<file path="src/rtl/muldiv_pkg.sv">
// muldiv_pkg: shared op and state encodings for the RV M-extension multiply/divide unit
package muldiv_pkg;
  typedef enum logic [2:0] {
    OP_MUL    = 3'b000,
    OP_MULH   = 3'b001,
    OP_MULHSU = 3'b010,
    OP_MULHU  = 3'b011,
    OP_DIV    = 3'b100,
    OP_DIVU   = 3'b101,
    OP_REM    = 3'b110,
    OP_REMU   = 3'b111
  } muldiv_op_t;
  typedef enum logic [1:0] {S_IDLE, S_CALC, S_DONE} muldiv_state_t;
endpackage

</file>
<file path="src/rtl/muldiv_unit.sv">
// muldiv_unit: iterative RV M-extension multiply/divide, one shift-add or restoring-divide step per cycle
module muldiv_unit
  import muldiv_pkg::*;
#(
  parameter int XLEN  = 32,
  parameter int CNT_W = $clog2(XLEN) + 1
) (
  input  logic            clk,
  input  logic            reset,
  input  logic            start,
  input  logic [2:0]      funct3,
  input  logic [XLEN-1:0] src_a,
  input  logic [XLEN-1:0] src_b,
  input  logic            flush,
  output logic            ready,
  output logic            busy,
  output logic            done,
  output logic [XLEN-1:0] result
);
  muldiv_state_t state, state_n;
  muldiv_op_t op, op_in;
  logic [CNT_W-1:0] cnt;
  logic [2*XLEN-1:0] acc, step, prod;
  logic [XLEN-1:0] b_mag, a_mag, fast_res, calc_res, quo, rem;
  logic [XLEN:0] mul_sum, div_diff;
  logic neg_q, neg_r, fast_q, a_neg, b_neg, div0, ovf, fast, accept, last;
  assign op_in    = muldiv_op_t'(funct3);
  assign a_neg    = (op_in inside {OP_MUL, OP_MULH, OP_MULHSU, OP_DIV, OP_REM}) && src_a[XLEN-1];
  assign b_neg    = (op_in inside {OP_MUL, OP_MULH, OP_DIV, OP_REM}) && src_b[XLEN-1];
  assign a_mag    = a_neg ? -src_a : src_a;
  assign div0     = funct3[2] && src_b == '0;
  assign ovf      = funct3[2] && !funct3[0] && src_a == {1'b1, {(XLEN-1){1'b0}}} && &src_b;
  assign fast     = div0 || ovf;
  assign fast_res = div0 ? (funct3[1] ? src_a : '1) : (funct3[1] ? '0 : src_a);
  assign ready    = state != S_CALC;
  assign busy     = state == S_CALC;
  assign done     = state == S_DONE;
  assign accept   = start && ready && !flush;
  // The extra CALC cycle at cnt==XLEN applies sign correction off the iteration path
  assign last     = fast_q || cnt == CNT_W'(XLEN);
  // acc is {upper, lower}: product high/low for multiply, remainder/quotient for divide
  assign mul_sum  = {1'b0, acc[2*XLEN-1:XLEN]} + (acc[0] ? {1'b0, b_mag} : '0);
  assign div_diff = {acc[2*XLEN-1:XLEN], acc[XLEN-1]} - {1'b0, b_mag};
  assign step     = op[2] ? (div_diff[XLEN] ? {acc[2*XLEN-2:0], 1'b0}
                                            : {div_diff[XLEN-1:0], acc[XLEN-2:0], 1'b1})
                          : {mul_sum, acc[XLEN-1:1]};
  assign prod     = neg_q ? -acc : acc;
  assign quo      = neg_q ? -acc[XLEN-1:0] : acc[XLEN-1:0];
  assign rem      = neg_r ? -acc[2*XLEN-1:XLEN] : acc[2*XLEN-1:XLEN];
  assign calc_res = op[2] ? (op[1] ? rem : quo)
                          : (op == OP_MUL ? prod[XLEN-1:0] : prod[2*XLEN-1:XLEN]);
  always_comb begin
    state_n = flush ? S_IDLE
            : accept ? S_CALC
            : (state == S_CALC && !last) ? S_CALC
            : (state == S_CALC) ? S_DONE
            : S_IDLE;
  end
  always_ff @(posedge clk) begin
    if (reset) begin
      state  <= S_IDLE;
      cnt    <= '0;
      result <= '0;
      acc    <= '0;
      b_mag  <= '0;
      op     <= OP_MUL;
      neg_q  <= 1'b0;
      neg_r  <= 1'b0;
      fast_q <= 1'b0;
    end else begin
      state <= state_n;
      if (accept) begin
        op     <= op_in;
        neg_q  <= a_neg ^ b_neg;
        neg_r  <= a_neg;
        fast_q <= fast;
        cnt    <= '0;
        b_mag  <= b_neg ? -src_b : src_b;
        acc    <= {{XLEN{1'b0}}, fast ? fast_res : a_mag};
      end else if (state == S_CALC && !flush) begin
        if (last) result <= fast_q ? acc[XLEN-1:0] : calc_res;
        else begin
          acc <= step;
          cnt <= cnt + CNT_W'(1);
        end
      end
    end
  end
endmodule

</file>
<file path="config.mk">
export PLATFORM = sky130hd
export DESIGN_NAME = muldiv_unit
export DESIGN_NICKNAME = d
export VERILOG_FILES = /design/src/rtl/muldiv_pkg.sv /design/src/rtl/muldiv_unit.sv
export SDC_FILE = /design/constraint.sdc
export NUM_CORES = 1
export LEC_CHECK = 0
export ABC_AREA = 0
export BUFFER_PORTS_ARGS = -buffer_cell sky130_fd_sc_hd__buf_2
export CAP_MARGIN = 15
export CORE_UTILIZATION = 55
export DETAILED_ROUTE_END_ITERATION = 6
export HOLD_SLACK_MARGIN = 0.02
export MAX_ROUTING_LAYER = met4
export PLACE_DENSITY = 0.79
export SLEW_MARGIN = 20
export SYNTH_ARGS = -nofsm -noshare
export SYNTH_HDL_FRONTEND = slang
export SYNTH_SLANG_ARGS = --single-unit
</file>
<file path="constraint.sdc">
create_clock -name clk -period 3.29 [get_ports clk]
set_input_delay 0.1645 -clock clk [delete_from_list [all_inputs] [get_ports clk]]
set_output_delay 0.1645 -clock clk [all_outputs]
set_load 0.05 [all_outputs]
</file>
Word level (Yosys, flattened, before mapping)
Cells that the tools add are included.
{"block": "op_classes", "addsub": 8, "mul": 0, "div": 0, "n_lt_le_gt_ge": 0, "eq_ne": 10, "shifts": 0, "n_mux": 22, "bitwise": 3, "n_reduce_logical": 28}
{"op": "32-bit two-way mux", "n": 16}
{"op": "64-bit two-way mux", "n": 3}
{"op": "32-bit negator", "n": 4}
{"op": "64-bit negator", "n": 1}
{"op": "32-bit by 32-bit adder with 33-bit output", "n": 1}
{"op": "33-bit by 32-bit subtractor with 33-bit output", "n": 1}
{"op": "32-bit == test, second input constant", "n": 1}
{"op": "32-bit logical NOT", "n": 1}
{"op": "32-bit AND reduction", "n": 1}
{"op": "1-bit logical AND", "n": 10}
{"op": "6-bit by 1-bit adder with 6-bit output, second input constant", "n": 1}
{"op": "3-bit == test, second input constant", "n": 2}
{"op": "6-bit == test, second input constant", "n": 1}
{"op": "3-bit logical NOT", "n": 2}
{"op": "5-bit nonzero test", "n": 1}
{"op": "2-bit AND reduction", "n": 2}
{"op": "4-bit nonzero test", "n": 1}
{"op": "2-bit OR reduction", "n": 2}
{"op": "4-bit OR reduction", "n": 1}
{"op": "3-bit by 1-bit == test with 1-bit output, second input constant", "n": 1}
{"op": "3-bit by 2-bit == test with 1-bit output, second input constant", "n": 1}
{"op": "1-bit logical NOT", "n": 3}
{"op": "3-bit AND reduction", "n": 1}
{"op": "2-bit by 1-bit == test with 1-bit output, second input constant", "n": 1}
{"op": "9 further kinds", "n": 12}
{"block": "totals", "regBits": 142, "latchBits": 0, "mem_bits_rw": 0, "rom_bits": 0, "inputBits": 71, "out_inout_bits": 35, "wordCells": 82, "memories": 0}

Depth between registers and ports, before layout
Gate-level depths: netlist of the first run.
{"block": "depth", "depth_word": 7, "mapped_depth": 16, "mapped_depth_nobuf": 13}

Worst setup path before layout of the first run
OpenSTA, ideal clock, no wires.
{"block": "synth_path", "kind": "register to register", "startpoint": "reg acc[31]", "endpoint": "reg acc[63]", "setup_time_ns": 0.116, "arrival_time_ns": 3.214, "setup_slack_ns": -0.040, "path_stages_with_launch": 15, "path_buffers": 2, "synth_period_minus_slack_ns": 3.330, "path_cell_list": "dfxtp_1 > inv_1 > ha_1 > fa_1 > nand2b_1 > a21oi_1 > o21ai_0 > o21bai_1 > a21oi_1 > a21bo_2 > xnor2_1 > clkbuf_1 > clkbuf_1 > o2bb2ai_1 > a41o_1"}
{"block": "synth_between", "elab_chain_cells": 3}
{"item": "start, declared", "line_no": "muldiv_unit.sv:23", "text": "logic [2*XLEN-1:0] acc, step, prod;"}
{"item": "start signal, assigned", "line_no": "muldiv_unit.sv:79", "text": "acc <= {{XLEN{1'b0}}, fast ? fast_res : a_mag};"}
{"item": "start signal, assigned", "line_no": "muldiv_unit.sv:83", "text": "acc <= step;"}
{"item": "33-bit by 32-bit subtractor with 33-bit output", "line_no": "muldiv_unit.sv:43", "text": "assign div_diff = {acc[2*XLEN-1:XLEN], acc[XLEN-1]} - {1'b0, b_mag};"}
{"item": "64-bit two-way mux (2 in a row)", "line_no": "muldiv_unit.sv:44", "text": "assign step = op[2] ? (div_diff[XLEN] ? {acc[2*XLEN-2:0], 1'b0}"}
No other way between the ends.
A chain may end at the register's enable or synchronous reset.

Worst setup path after layout of the first run
{"block": "layout_path", "startpoint": "reg acc[32]", "endpoint": "reg acc[63]"}
{"block": "layout_between", "elab_chain_cells": 3, "word_cells_on_any_way": 4, "classes_between": "2 x add/sub; 2 x mux"}
{"item": "33-bit by 32-bit subtractor with 33-bit output", "line_no": "muldiv_unit.sv:43"}
{"item": "64-bit two-way mux", "line_no": "muldiv_unit.sv:44"}
{"item": "64-bit two-way mux (*)", "line_no": "muldiv_unit.sv:44"}
Every way passes the cells marked *; elsewhere a longest branch is shown, timed or not.

==> results.cfg, run 1 <==
[floorplanning]
start_util_pct = 56.5
num_rows = 58
top_level_ports = 106
dieArea_sq_um = 26700
die_h_microns = 163
core-area_sq_um = 25300
die_x_microns = 163

[cells_and_area]
syn_to_final_growth_pct = 17.7
final_cell_mix = nor2_1, buf_4, nand2_1
fin_util_pct = 66.5
finalNetCount = 2309
layout-drive-gt1-share_pct = 17.7
instances_no_fill = 2509
final_common_cell = nor2_1
postLayoutCellArea_sq_um = 16800

[placed_design]
gp_congestion = 1.04
placed_area_sq_um = 16000
placed_cells = 2470
post-dp-hpwl_microns = 39400
port_buffers = 105

[timing]
setup-violations-final = 0
tightest_slew_ns = 0.953
fin_crit_sh_pct = 96.4
relSlewSlack_pct = 36.5
period_needed_ns = 3.17
finalMaxSlewViolations = 0
hold_viol = 0
skew_ns = 0.0162
fmax_mhz = 315

[worst_setup_path]
ff2ff_path_depth = 14
critPathLaunchType = flip-flop
cp.required_ns = 3.61
critPathKind = reg -> reg
r2r_end = acc[63]$_SDFFE_PP0P_
end_kind = flip-flop
cp_max_fo = 3
critPathCapture = acc[63]$_SDFFE_PP0P_
ff2ff_setup_slack_ns = 0.12
crit_arrival_ns = 3.50
critPathLaunch = acc[32]$_SDFFE_PP0P_
reg2reg_from = acc[32]$_SDFFE_PP0P_

[global_route]
grt_pass1_vias = 15100
grt_pass1_wl_microns = 82100
grt_overflow = 0
antenna_found_initial = 1
grt_max_degree = 92
track_usage_pct = 40.4

[pwr]
p_int_mw = 3.65
power_frac_comb_pct = 33.2
seqPwrFrac_pct = 32.4
leakage_nw = 6.91
p_sw_mw = 2.17
clock_power_share_pct = 34.3
vdd_drop_max_mv = 0.374
power_switching_share_pct = 37.3
p_per_area_nw_per_um2 = 345

[clock_tree]
clk_latency_ns = 0.44
htree_levels = 4
cts_buffers = 17
clockBufferDepth = 2
clock_tree.root_cell = clkbuf_16
clock-sinks = 142
path_clk_slew_ns = 0.07
cts_tree = built

[run_status]
status = complete, no violations

[drt]
firstDrtPassIters = 6
remaining_drc_errors = 0
drt-total-wl_microns = 52400
antenna_left = 0
num_vias = 16500
drtIter0Drc = 2356
vias_per_cell = 6.57
wl_per_cell_microns = 20.9

[flow_run]
maxCapViolCount = 0

[synthesis]
syn-cell-area_sq_um = 14300
ys_types = 82
synthCells = 2032
yosys_warnings = 0
synth_seq_cells = 142
syn-num-nets = 2176
ys_async_sr_fraction_pct = 0
synth-seq-area-share_pct = 19.9
synth-edff-count = 0
avgSynthCellArea_sq_um = 7.04
yosys_most_used_dff = dfxtp_1

[hold_path]
hold_class = in -> reg
[stage by stage]
| stage | hold WS [ns] | setup slack, ns | TNS [ns] | power, mW |
|---|---|---|---|---|
| 2_1_floorplan | 0.244 | 0.00978 | 0 | 3.08 |
| 3_3_place_gp | 0.430 | -0.233 | -0.481 | 3.68 |
| 3_5_place_dp | 0.430 | -0.230 | -1.19 | 3.71 |
| 4_1_cts | 0.0369 | 0.00429 | 0 | 5.69 |
| 5_1_grt | 0.0552 | -0.0237 | -0.0382 | 6.04 |
| 6_report | 0.0466 | 0.118 | 0 | 5.81 |
[layout make-up]
type	count	area, sq um
Timing Repair Buffer	281	1920
Tap cell	330	413
Inverter	75	284
Clock buffer	18	439
Sequential cell	142	2850
Multi-Input combinational cell	1648	10800
Antenna cell	1	2.50
Clock inverter	14	143
Fill cell	2237	8480
[critical path, stage by stage (launching register included)]
cell and delay (ns):
dfxtp_1 0.33, buf_4 0.14, buf_4 0.13, ha_1 0.26, nor2b_1 0.20, o2111ai_2 0.16
a21oi_1 0.29, o21ai_0 0.15, buf_4 0.17, a31oi_1 0.28, a221oi_2 0.12, o21ai_0 0.26
a21oi_1 0.14, xnor2_1 0.18, a41o_1 0.25
[worst min path at each step]
stage / startpoint / endpoint / slack, ns / cells after the start
floorplan: flush / state[0]$_SDFF_PP0_ / 0.24 / 1
global placement: flush / state[0]$_SDFF_PP0_ / 0.43 / 2
detailed placement: flush / state[0]$_SDFF_PP0_ / 0.43 / 2
CTS: src_b[1] / b_mag[1]$_SDFFE_PP0P_ / 0.04 / 3
global route: src_b[4] / b_mag[4]$_SDFFE_PP0P_ / 0.06 / 3
finish: src_b[1] / b_mag[1]$_SDFFE_PP0P_ / 0.05 / 3
[power groups by stage]
stage	Combinational, mW	Sequential (mW)	Clock [mW]
global route	2.08	1.89	2.06
detailed placement	1.79	1.92	0
global placement	1.77	1.91	0
floorplan	1.20	1.88	0
CTS	1.83	1.88	1.99
finish	1.93	1.88	2.00
[cells by family (layout without fill, tap and decap cells)]
group,count (synthesis),in the layout,synth area share [%]
xor+xnor,157,157,9.61
flops,142,142,19.9
mux,41,41,2.89
compound gates,679,679,30.8
simple gates,698,698,23.8
other cells,0,1,0
buf+inv,242,388,6.50
fa+ha+maj,73,73,6.49
[sequential cells by signal (all words and copies together) (netlist names)]
name,flops
fast_q,1
neg_r,1
op,3
b_mag,32
result,32
acc,64
neg_q,1
state,2
cnt,6
[timing repair]
| action | 4_1_cts | 5_1_grt |
|---|---|---|
| buffers inserted | 2 | 2 |
| pin swaps | 3 | 17 |
| endpoints found under the setup margin | 26 | 40 |
| hold buffers | 2 | 0 |
| endpoints found under the hold margin | 2 | 0 |
| resized for setup | 15 | 48 |
[routing by layer]
layer	vias to the layer above	track usage, %	share of wire (%)
met1	7627	52.0	42
met5	-	-	0
met2	949	60.7	44
met3	199	9.42	10
li1	7712	-	-
met4	0	16.1	4.2
[synth_stat cells, drive strengths merged, types with 9 or more instances]
cell | n | area, sq um
or4 | 20 | 161
xnor2 | 86 | 753
o211ai | 15 | 113
or3 | 17 | 106
nand4 | 22 | 138
nand2 | 162 | 608
o21ai | 175 | 876
o21bai | 13 | 97.6
and2 | 13 | 81.3
xor2 | 71 | 622
nand2b | 24 | 150
nand3b | 18 | 135
and3 | 13 | 81.3
nor2 | 233 | 877
nand3 | 32 | 160
o22ai | 11 | 68.8
o221ai | 14 | 123
a311oi | 13 | 114
nor4 | 20 | 183
ha | 71 | 888
a31oi | 19 | 119
clkbuf | 149 | 559
inv | 74 | 278
nor2b | 18 | 113
o41ai | 9 | 93.8
mux2i | 38 | 380
buf | 18 | 90.1
o31ai | 39 | 293
a21oi | 159 | 796
nor3 | 80 | 410
a21o | 39 | 293
dfxtp | 142 | 2840
a211oi | 84 | 636
a221oi | 35 | 307
Note: power is estimated with default switching activity, not from simulation.
==> run 2, diff against run 1 <==
CELL_PAD_IN_SITES_DETAIL_PLACEMENT = 0   (was unset)
CELL_PAD_IN_SITES_GLOBAL_PLACEMENT = 1   (was unset)
CORE_UTILIZATION = 41   (was 55)
PLACE_DENSITY = 0.8   (was 0.79)
==> run 2 against run 1 <==
Compared with the run above:
- power rose by 2.7%
- fmax fell by 1.1%
- highest routed layer unchanged
- first-iteration DRC count fell by 34%
- die area rose by 34%
- count of clock-buffer cells in the layout did not move
- critical endpoint is now result[29]$_SDFFE_PP0P_
- combinational power rose by 5%
- clock skew fell by 0.0015 ns
- flip-flop and latch count did not move
==> results.cfg, run 2 (same netlist as run 1, synthesis figures left out) <==
[floorplanning]
die_x_microns = 189
top_level_ports = 106
num_rows = 68
die_h_microns = 189
core-area_sq_um = 34500
dieArea_sq_um = 35700
start_util_pct = 41.5

[cells_and_area]
final_cell_mix = nor2_1, buf_4, nand2_1
finalNetCount = 2333
diodes = 0
largest_reg_flops = 64
fin_util_pct = 49.8
final_common_cell = nor2_1
top_register = acc
instances_no_fill = 2657
top_regs = acc: 64 flops, b_mag: 32 flops, result: 32 flops
layout-drive-gt1-share_pct = 18.3
syn_to_final_growth_pct = 20.0
final.fill_count = 3507

[placed_design]
port_buffers = 105
placed_cells = 2620
pre_cts_ws_ns = -0.123
post-dp-hpwl_microns = 43600
gp_congestion = 1.03

[hold_path]
hold_class = in -> reg

[pwr]
seqPwrFrac_pct = 31.2
leakage_nw = 7.04
power_switching_share_pct = 36.5
p_sw_mw = 2.18
p_per_area_nw_per_um2 = 348
clock_power_share_pct = 34.9
p_int_mw = 3.79
power_frac_comb_pct = 33.8
vdd_drop_max_mv = 0.333

[timing]
relSlewSlack_pct = 41.2
skew_ns = 0.0146
setup_ws_ns = 0.0839
finalMaxSlewViolations = 0
hold_viol = 0
period_needed_ns = 3.21
tightest_slew_ns = 0.879
rsz0062_at_grt = true
fin_crit_sh_pct = 97.5
setup_tns_ns = 0
setup-violations-final = 0
whs_ns = 0.0400
fmax_mhz = 312

[drt]
vias_per_cell = 6.15
antenna_left = 0
drtIter0Drc = 1561
wl_per_cell_microns = 21.4
remaining_drc_errors = 0
drt-total-wl_microns = 57000
num_vias = 16300
firstDrtPassIters = 5

[clock_tree]
clock-sinks = 142
cts_tree = built
clock_tree.root_cell = clkbuf_16
clk_latency_ns = 0.45
htree_levels = 4
clockBufferDepth = 2
path_clk_slew_ns = 0.07
cts_buffers = 17

[worst_setup_path]
crit_arrival_ns = 3.49
cp.required_ns = 3.58
critPathLaunchType = flip-flop
cp_max_fo = 4
critPathKind = reg -> reg
end_kind = flip-flop

[flow_run]
maxCapViolCount = 0

[global_route]
antenna_found_initial = 0
grt_pass1_vias = 15400
grt_max_degree = 93
grt_pass1_wl_microns = 87700
grt_overflow = 0
track_usage_pct = 32.3

[run_status]
status = complete, no violations
-- run 2: cell type report --
class                      count  area, sq um  area share, %
tap                          455          569           3.31
timing repair buffer         305         2080           12.1
clock inverter                14          180           1.05
multi-input combinational   1648        10800           62.8
inverter                      75          282           1.64
sequential                   142         2850           16.6
clock buffer                  18          429           2.50
-- run 2: worst paths after layout --
kind | to | slack [ns] | cells after the start | startpoint
worst min register to register | result[14]$_SDFFE_PP0P_ | 0.45 | 2 | result[14]$_SDFFE_PP0P_
worst max-delay path | result[29]$_SDFFE_PP0P_ | 0.08 | 10 | acc[15]$_SDFFE_PP0P_
worst min-delay path | op[2]$_SDFFE_PP0P_ | 0.04 | 3 | funct3[2]
worst max register to register | result[29]$_SDFFE_PP0P_ | 0.08 | 10 | acc[15]$_SDFFE_PP0P_
-- run 2: what timing repair did --
item,in CTS,in global routing
pin swaps,1,10
hold buffers,3,0
gates resized for setup,4,53
endpoints found under the hold margin,3,0
setup buffers,0,2
endpoints found under the setup margin,24,40
-- run 2: stage by stage --
| stage | instance area (sq um) | power, mW |
|---|---|---|
| global route | 17200 | 6.22 |
| CTS | 16900 | 5.89 |
| detailed placement | 16300 | 3.82 |
| global placement | 16300 | 3.81 |
| floorplan | 14300 | 3.08 |
| finish | 17200 | 5.97 |
-- run 2: power by group through the flow --
stage                     Combinational, mW  Sequential, mW  Clock [mW]
after floorplan                        1.20            1.88           0
after global placement                 1.91            1.90           0
after detailed placement               1.91            1.90           0
after CTS                              1.93            1.86        2.10
after global routing                   2.18            1.87        2.17
final                                  2.02            1.86        2.08
-- run 2: worst max-delay path, stage by stage (launching register included) --
cell and delay [ns]:
dfxtp_1 0.30, or4_1 0.67, nor4_4 0.33, nand4_1 0.29, nor2_1 0.21, nand2_1 0.16, nor2_1 0.16, mux2_2 0.35
a21oi_1 0.15, a2bb2oi_1 0.31, a211oi_1 0.12
-- run 2: layer usage --
metal  routed length [microns]  track usage [%]  share of wire [%]  vias up
li1                          -                -                  -     7756
met1                     26300             44.8                 46     7818
met2                     25200             48.7                 44      671
met3                      4110             4.50                7.2       92
met4                      1320             8.75                2.3        0
met5                         0                -                  0        -
==> run 3, diff against run 2 <==
ABC_AREA = 1   (was 0)
CORE_UTILIZATION = 39   (was 41)
PLACE_DENSITY = 0.81   (was 0.8)
==> run 3 against run 2 <==
Compared with the run above:
- power grew 12%
- global-route usage grew 5.4 points
- die area rose by 29%
- count of clock-buffer cells in the layout is the same
- critical path type unchanged
- register-to-register slack gained 0.33 ns
- combinational power grew 39%
- final area is 13% higher
==> results.cfg, run 3 <==
[floorplanning]
num_rows = 77
dieArea_sq_um = 46200
die_x_microns = 215
core-area_sq_um = 44400
die_h_microns = 215
start_util_pct = 39.8
top_level_ports = 106

[timing]
period_needed_ns = 2.88
setup-violations-final = 0
tightest_slew_ns = 0.956
skew_ns = 0.0103
finalMaxSlewViolations = 0
fin_crit_sh_pct = 87.5
relSlewSlack_pct = 36.2
fmax_mhz = 348
setup_tns_ns = 0
hold_viol = 0
rsz0062_at_grt = false

[cells_and_area]
multi_input_area_sq_um = 12600
largest_reg_flops = 64
instances_no_fill = 3993
finalNetCount = 3531
syn_to_final_growth_pct = 10.3
final_cell_mix = nand2_1, inv_1, nand3_1
final.fill_count = 5094
layout-drive-gt1-share_pct = 8.21
top_register = acc
postLayoutCellArea_sq_um = 19500
top_regs = acc: 64 flops, b_mag: 32 flops, result: 32 flops
fin_util_pct = 43.9
seqCellArea_sq_um = 2850
final_common_cell = nand2_1

[drt]
remaining_drc_errors = 0
vias_per_cell = 5.67
firstDrtPassIters = 6
drt-total-wl_microns = 86000
num_vias = 22700
wl_per_cell_microns = 21.5
antenna_left = 0
drtIter0Drc = 2623

[worst_setup_path]
cp_slowest_stage_delay_ns = 0.52
path_cells = inv_1, fa_1, o21ai_2, nand2_2, nand2_4, nand2_2, nand2_4, nand2_4, nand2_4, nand2_2, nand2_2, buf_12, nand2_1, nand3_1, a21oi_1
end_kind = flip-flop
crit_path_top_delay_cell = fa_1
critPathLaunchType = flip-flop
cp.required_ns = 3.66
cp_num_buf_inv = 2
critPathKind = reg -> reg
cp_max_fo = 21
critical-path-top-delay-family = simple AND/OR/NAND/NOR gates
crit_arrival_ns = 3.24

[synthesis]
yosys_most_used_dff = dfxtp_1
synth-seq-area-share_pct = 16.1
syn-num-nets = 3468
synth_top_area_share_pct = 22.7
ys_async_sr_fraction_pct = 0
yosys_warnings = 0
ys_types = 54
synthCells = 3324
syn-cell-area_sq_um = 17700
ys_top_cells_by_area = nand2_1, dfxtp_1, inv_1, nand3_1, o21ai_0
synth_top_area_cell = nand2_1
synth-edff-count = 0
ys_top_cells_by_count = nand2_1, inv_1, nand3_1
synth_seq_cells = 142
avgSynthCellArea_sq_um = 5.32
yosysMostFrequentCell = nand2_1

[run_status]
status = complete, no violations

[pwr]
clock_power_share_pct = 29.2
vdd_drop_max_mv = 0.388
p_sw_mw = 3.09
totalPowerFinal_mw = 6.68
power_switching_share_pct = 46.3
seqPwrFrac_pct = 29.0
leakage_nw = 10.3
power_frac_comb_pct = 41.9
p_per_area_nw_per_um2 = 343
p_int_mw = 3.59

[clock_tree]
cts_tree = built
htree_levels = 4
clock-sinks = 142
path_clk_slew_ns = 0.08
cts_hold_buf = 5
clock_tree.root_cell = clkbuf_16
cts_buffers = 17
clockBufferDepth = 2
cts_setup_buffers = 0
clk_latency_ns = 0.47
ctsResizeCount = 0

[hold_path]
hold_class = in -> reg

[global_route]
grt_pass1_vias = 20600
grt_overflow = 0
antenna_found_initial = 1
grt_pass1_wl_microns = 128000
grt_max_degree = 69
track_usage_pct = 37.7

[placed_design]
port_buffers = 105
gp_congestion = 1.03
placed_area_sq_um = 18900
post-dp-hpwl_microns = 68600
placed_cells = 3955

[flow_run]
maxCapViolCount = 0
[run 3: cell types whose count changed after synthesis, sizes merged, moves of 36 or more]
cell    before   now
clkbuf     149    62
inv         74   448
nand2      162  1095
nor3        80    40
a211oi      84     2
nor2       233   337
buf         18    60
nand3       32   328
xnor2       86    10
o31ai       39     3
a21o        39     1
o21ai      175   271
mux2i       38     0
a21oi      159   248
[run 3: logic make-up (layout without fill, tap and decap cells)]
| kind of cell | Yosys count | in the layout | share of synthesized area [%] |
|---|---|---|---|
| flip-flops | 142 | 142 | 16.1 |
| AO/OA/AOI/OAI | 604 | 604 | 18.3 |
| AND/OR/NAND/NOR | 1871 | 1871 | 44.6 |
| other | 0 | 1 | 0 |
| buffers and inverters | 572 | 648 | 12.7 |
| adder cells (fa/ha/maj) | 73 | 73 | 5.25 |
| XOR/XNOR | 62 | 62 | 3.07 |
[run 3: area by class of cell]
cell class / instances / area share (%)
Antenna cell: 1 / 0.0128
Clock buffer: 18 / 2.20
Clock inverter: 14 / 0.642
Inverter: 450 / 8.68
Multi-Input combinational cell: 2610 / 64.7
Sequential cell: 142 / 14.6
Tap cell: 592 / 3.80
Timing Repair Buffer: 166 / 5.37
[run 3: path summary, 6_finish.rpt]
| path | slack [ns] | cells past startpoint | start | end |
|---|---|---|---|---|
| min reg2reg | 0.46 | 2 | result[29]$_SDFFE_PP0P_ | result[29]$_SDFFE_PP0P_ |
| min | 0.05 | 2 | reset | op[1]$_SDFFE_PP0P_ |
| max reg2reg | 0.41 | 15 | acc[32]$_SDFFE_PP0P_ | acc[53]$_SDFFE_PP0P_ |
| max | 0.41 | 15 | acc[32]$_SDFFE_PP0P_ | acc[53]$_SDFFE_PP0P_ |
[run 3: power groups by stage]
stage | sequential (mW) | combinational [mW] | clock, mW
2_1_floorplan | 1.88 | 1.83 | 0
5_1_grt | 1.93 | 3.06 | 2.03
4_1_cts | 1.92 | 2.72 | 1.97
6_report | 1.93 | 2.80 | 1.95
3_5_place_dp | 1.96 | 2.71 | 0
3_3_place_gp | 1.96 | 2.70 | 0
[run 3: metrics by stage]
| stage | hold slack (ns) | setup slack (ns) |
|---|---|---|
| 2_1_floorplan | 0.277 | 0.932 |
| 3_3_place_gp | 0.447 | 0.512 |
| 3_5_place_dp | 0.452 | 0.461 |
| 4_1_cts | 0.0218 | 0.450 |
| 5_1_grt | 0.0316 | 0.241 |
| 6_report | 0.0464 | 0.413 |
[run 3: routing by layer]
layer	part of all wire, %	wire length [microns]	track usage [%]
met5	0	0	-
met3	8.9	7680	4.37
met1	49	41900	56.5
met2	40	34400	52.1
met4	2.4	2090	9.98
[run 3: worst register-to-register path, stage by stage, from the launching register on]
cell	delay (ns)
dfxtp_1	0.46
inv_1	0.24
fa_1	0.52
o21ai_2	0.31
nand2_2	0.11
nand2_4	0.10
nand2_2	0.06
nand2_4	0.07
nand2_4	0.07
nand2_4	0.07
nand2_2	0.06
nand2_2	0.21
buf_12	0.22
nand2_1	0.09
nand3_1	0.09
a21oi_1	0.08
